$ cat src/rtl/uart_pkg.sv
// Shared UART-side types: FSM state encoding, byte width and a width helper.
package uart_pkg;

    localparam int UART_DATA_W = 8;

    typedef enum logic [1:0] {
        ST_IDLE = 2'd0,
        ST_SEND = 2'd1,
        ST_GAP  = 2'd2
    } state_t;

    // Counter/index width; never returns less than 1 so degenerate parameters still elaborate.
    function automatic int clog2(input int v);
        int r;
        r = 0;
        while ((1 << r) < v) r++;
        return (r < 1) ? 1 : r;
    endfunction

endpackage

$ cat src/rtl/rr_pick.sv
// Combinational round-robin selector: first set request after last_grant, wrapping modulo N.
// Zero latency; purely combinational, no backpressure of its own.
module rr_pick
    import uart_pkg::*;
#(
    parameter int N = 4
) (
    input  logic [N-1:0]          req,
    input  logic [clog2(N)-1:0]   last_grant,
    output logic [clog2(N)-1:0]   grant,
    output logic                  any_req
);
    localparam int W = clog2(N);

    logic [W-1:0] w_idx;
    logic         w_found;

    always_comb begin
        grant   = '0;
        w_idx   = '0;
        w_found = 1'b0;
        for (int i = 1; i <= N; i++) begin
            w_idx = W'((int'(last_grant) + i) % N);
            if (!w_found && req[w_idx]) begin
                grant   = w_idx;
                w_found = 1'b1;
            end
        end
    end

    assign any_req = |req;

endmodule

$ cat src/rtl/uart_tx_arbiter.sv
// Message-granular round-robin share of one uart_tx byte port; 1-cycle arbitration, then a
// combinational passthrough where the granted requester's ready follows tx_ready, others stall.
module uart_tx_arbiter
    import uart_pkg::*;
#(
    parameter int NUM_REQ     = 4,
    parameter int DATA_W      = UART_DATA_W,
    parameter int GAP_CYCLES  = 16,
    parameter int MAX_MSG_LEN = 256
) (
    input  logic                        clk,
    input  logic                        rst,
    input  logic [NUM_REQ-1:0]          req_valid,
    input  logic [NUM_REQ*DATA_W-1:0]   req_data,
    input  logic [NUM_REQ-1:0]          req_last,
    output logic [NUM_REQ-1:0]          req_ready,
    output logic [DATA_W-1:0]           tx_data,
    output logic                        tx_valid,
    input  logic                        tx_ready,
    output logic                        busy,
    output logic [clog2(NUM_REQ)-1:0]   grant_id,
    output logic                        overflow_err
);
    localparam int GW  = clog2(NUM_REQ);
    localparam int BCW = clog2(MAX_MSG_LEN + 1);
    localparam int GCW = clog2(GAP_CYCLES + 1);
    localparam logic [BCW-1:0] LP_BC_LAST  = BCW'(MAX_MSG_LEN - 1);
    localparam logic [GCW-1:0] LP_GAP_LOAD = GCW'((GAP_CYCLES > 0) ? GAP_CYCLES - 1 : 0);

    state_t         r_state;
    logic [GW-1:0]  r_grant;
    logic [GW-1:0]  r_last_grant;
    logic [BCW-1:0] r_byte_cnt;
    logic [GCW-1:0] r_gap_cnt;
    logic           r_ovf;

    logic [GW-1:0]  w_pick;
    logic           w_any;
    logic           w_send;
    logic           w_hs;
    logic           w_last;
    logic           w_overflow;
    logic           w_release;

    rr_pick #(.N(NUM_REQ)) u_pick (
        .req        (req_valid),
        .last_grant (r_last_grant),
        .grant      (w_pick),
        .any_req    (w_any)
    );

    assign w_send     = (r_state == ST_SEND);
    assign tx_valid   = w_send & req_valid[r_grant];
    assign tx_data    = tx_valid ? req_data[int'(r_grant)*DATA_W +: DATA_W] : '0;
    assign w_hs       = tx_valid & tx_ready;
    assign w_last     = req_last[r_grant];
    // A message reaching the length cap is cut here; its tail re-arbitrates as a fresh message.
    assign w_overflow = w_hs & ~w_last & (r_byte_cnt == LP_BC_LAST);
    assign w_release  = (w_hs & w_last) | w_overflow;

    assign busy         = (r_state != ST_IDLE);
    assign grant_id     = r_grant;
    assign overflow_err = r_ovf;

    always_comb begin
        req_ready = '0;
        if (w_send) req_ready[r_grant] = tx_ready;
    end

    always_ff @(posedge clk or posedge rst) begin
        if (rst) begin
            r_state      <= ST_IDLE;
            r_grant      <= '0;
            r_last_grant <= GW'(NUM_REQ - 1);
            r_byte_cnt   <= '0;
            r_gap_cnt    <= '0;
            r_ovf        <= 1'b0;
        end else begin
            r_ovf <= w_overflow;
            case (r_state)
                ST_IDLE: begin
                    if (w_any) begin
                        r_grant <= w_pick;
                        r_state <= ST_SEND;
                    end
                end
                ST_SEND: begin
                    if (w_release) begin
                        r_last_grant <= r_grant;
                        r_byte_cnt   <= '0;
                        r_gap_cnt    <= LP_GAP_LOAD;
                        r_state      <= (GAP_CYCLES > 0) ? ST_GAP : ST_IDLE;
                    end else if (w_hs) begin
                        r_byte_cnt <= r_byte_cnt + 1'b1;
                    end
                end
                ST_GAP: begin
                    if (r_gap_cnt == '0) r_state <= ST_IDLE;
                    else                 r_gap_cnt <= r_gap_cnt - 1'b1;
                end
                default: r_state <= ST_IDLE;
            endcase
        end
    end

endmodule
$ cat config.mk
export PLATFORM = sky130hd
export DESIGN_NAME = uart_tx_arbiter
export DESIGN_NICKNAME = d
export VERILOG_FILES = /design/src/rtl/uart_pkg.sv /design/src/rtl/rr_pick.sv /design/src/rtl/uart_tx_arbiter.sv
export SDC_FILE = /design/constraint.sdc
export NUM_CORES = 1
export LEC_CHECK = 0
export CAP_MARGIN = 5
export CORE_MARGIN = 1
export CORE_UTILIZATION = 46
export CTS_BUF_LIST = sky130_fd_sc_hd__clkbuf_16
export CTS_CLUSTER_DIAMETER = 50
export DETAILED_ROUTE_END_ITERATION = 16
export GPL_TIMING_DRIVEN = 0
export PLACE_DENSITY = 0.93
export SKIP_LAST_GASP = 1
export SLEW_MARGIN = 20
export SYNTH_ARGS = -nofsm -noshare
export SYNTH_HDL_FRONTEND = slang
export SYNTH_HIERARCHICAL = 1
export SYNTH_SLANG_ARGS = --single-unit
$ cat constraint.sdc
create_clock -name clk -period 5.37 [get_ports clk]
set_clock_uncertainty 0.2 [all_clocks]
set_input_delay 0.537 -clock clk [delete_from_list [all_inputs] [get_ports clk]]
set_output_delay 0.537 -clock clk [all_outputs]
set_load 0.05 [all_outputs]
==> flow_summary.toml <==
[run_status]
status = "finished, final reports clean"

[yosys]
syn_avg_cell_area_um2 = 10.2
ys_seq_elements = 21
synth_top_area_frac = 0.326
synth.most_common_cell = "dfrtp_1"
synth-xor-area-share = 0.0300
ys_types = 37
syn_nets = 190
synth.yosys.seq_area_share = 0.362
synth_edf_count = 0
synth_area_leader_cell = "dfrtp_1"
synthArstFlopShare = 1.00
yosys_warnings = 6
synthAdderAreaFrac = 0.0343
synth_commonest_cells = "19 x dfrtp_1, 13 x nand2_1, 12 x nor2_1"
syn_area_um2 = 1460
synth_top_family_by_area = "simple AND/OR/NAND/NOR gates"
synth-simple-area-share = 0.224
synthTopCellsByArea = "dfrtp_1 33%, mux4_2 15%, nor2b_1 4.3%"
synth-compound-area-share = 0.0908
synthCells = 143
synthMuxAreaShare = 0.207
synth_flop_cell = "dfrtp_1"

[worst_hold_path]
hold_path.class = "reg2reg"

[critical_path]
start_kind = "input port"
crit_chain = "clkdlybuf4s50_1 > mux4_2 > nand3b_1 > nor2b_1 > clkdlybuf4s50_1"
cp_max_fo = 9
endpoint_kind = "output pin"
timing.rr.end = "r_gap_cnt[0]$_DFFE_PP0P_"
cp-startpoint = "req_valid[1]"
setup.worst_path.class = "in2out"
crit_slowest_cell = "clkdlybuf4s50_1"
required_ps = 4630
cp-endpoint = "tx_data[2]"
worst-endpoint-arrival_ps = 2770
r2r.worst_path.cells = 8
r2r-start = "r_byte_cnt[0]$_DFFE_PP0P_"
path_common_cell = "clkdlybuf4s50_1"
reg2reg_slack_ps = 3100
max_stage_delay_ps = 820

[route]
drc_errors = 0
vias = 1308
wire_per_inst_um = 14.1
vias_per_cell = 5.23
drt_wl_total_um = 3520
dr.pass1.iters = 3
drt_iter0_markers = 34
antenna_left = 0

[global_route]
antenna_found_initial = 0
overflow = 0
grt_max_degree = 22
gr-usage-all-layers = 0.216
first_global_vias = 1220
grt_pass1_wl_um = 5540

[clock_network]
cts_root_buf = "clkbuf_16"
clock_sinks = 21
post-cts-setup-buffer-count = 0
cts_tree = "yes"
htreeDepth = 1
clk_latency_ps = 250
clockBufferDepth = 2
cts_resized = 0
clk_pin_slew_worst_paths_ps = 60
cts_buffers = 3
hold_buffers = 0

[timing]
setup_slack_ps = 1860
final.setup.tns_ps = 0
finalHoldViolCount = 0
rsz0062_at_grt = "false"
setup_violations = 0
hold_ws_ps = 294
fin_crit_ps = 3510
slew_headroom = 0.478
drv_slew = 0
max_clock_freq_mhz = 285
finalCritPeriodShare = 0.654
worstMarginPinSlew_ps = 781

[place]
gp_congestion = 0.809
portBuffers = 59
place_ws_ps = 1850
hpwl_um = 2690
place_inst = 246

[floorplan]
initial_utilization = 0.482
rows = 20
top_level_ports = 60
die_x_um = 58.3
core_area_um2 = 3030
fp.dieH_um = 58.3
die-area_um2 = 3400

[final_layout]
nNetsFinal = 254
fin_cells = 250
areaGrowthSynthToFinish_pct = 49.6
fillCellCount = 213
final_layout_size_suffix_gt1_frac = 0.131
seqCellArea_um2 = 528
final_util = 0.721
multi_input_area_um2 = 856
antennaDiodeCount = 0

[run]
cap_viol_max_count = 0

[pwr]
leakage_uw = 0.000898
ir_worst_vdd_v = 0.000334
power.density_nw_per_um2 = 491
-- layout by cell type (no fill, tap or decap), types with 2 or more instances in the layout --
master / n
nor2_1: 12
mux4_2: 10
inv_1: 10
xor2_1: 5
or2_2: 2
nand3_1: 2
nor3b_1: 3
clkbuf_1: 3
ha_1: 4
a21oi_1: 3
clkdlybuf4s50_1: 59
dfstp_2: 2
mux2_2: 4
o21ai_0: 7
o31ai_1: 2
buf_6: 2
and3_1: 3
nand2_1: 13
nand2b_1: 3
nand4_1: 4
a31oi_1: 3
nor3_1: 3
clkbuf_16: 3
dfrtp_1: 19
mux2_1: 2
nor2b_1: 10
-- per-stage QoR --
step           cell area, µm²  power [µW]
5_1_grt                  2180        1130
3_3_place_gp             2110         905
2_1_floorplan            1460         720
6_report                 2180        1070
4_1_cts                  2180        1080
3_5_place_dp             2110         919
-- per-layer routing --
metal | track usage | vias up | wire length [µm]
li1 | - | 641 | -
met1 | 0.260 | 626 | 1470
met3 | 0.0374 | 7 | 176
met5 | 0 | - | 0
met2 | 0.388 | 34 | 1810
met4 | 0.0816 | 0 | 65
-- registers in the layout, indices dropped and copies added, names as in the netlist --
name,flops
r_byte_cnt,9
r_gap_cnt,5
grant_id,2
r_last_grant,2
r_state,2
overflow_err,1
-- critical path, delay by kind of cell --
kind,cells,cell delay (ps)
simple gates,2,510
mux,1,350
buf+inv,2,1370
-- final cells by class --
cell class	instances	area share
timing repair buffer	59	0.270
multi-input combinational	106	0.392
sequential	21	0.242
clock inverter	1	0.00172
buffer	7	0.0195
clock buffer	3	0.0344
inverter	9	0.0155
tap	44	0.0252
-- report_power, final --
part | total, µW | internal [µW] | switching [µW] | leakage (µW)
logic | 680 | 284 | 396 | 0.000601
clock network | 153 | 99.1 | 53.8 | 0.0000423
registers | 240 | 201 | 38.6 | 0.000255
total | 1070 | 585 | 488 | 0.000898
-- logic make-up (layout without fill, tap and decap cells) --
kind of cell    count (synthesis)  after routing
flops                          21             21
simple gates                   61             61
mux                            17             17
xor+xnor                        5              5
fa+ha+maj                       4              4
compound gates                 19             19
buf+inv                        16             79
-- worst min path at each step --
stage / end / depth (start not counted) / from / slack (ps)
CTS: r_byte_cnt[8]$_DFFE_PP0P_ / 2 / r_byte_cnt[8]$_DFFE_PP0P_ / 300
global placement: r_byte_cnt[8]$_DFFE_PP0P_ / 2 / r_byte_cnt[8]$_DFFE_PP0P_ / 260
detailed placement: r_byte_cnt[8]$_DFFE_PP0P_ / 2 / r_byte_cnt[8]$_DFFE_PP0P_ / 280
global route: r_byte_cnt[4]$_DFFE_PP0P_ / 1 / r_byte_cnt[4]$_DFFE_PP0P_ / 330
floorplan: r_state[0]$_DFFE_PP0P_ / 1 / r_state[1]$_DFFE_PP0P_ / 240
finish: r_byte_cnt[8]$_DFFE_PP0P_ / 2 / r_byte_cnt[8]$_DFFE_PP0P_ / 290
Power figures use the tool's default switching activity.
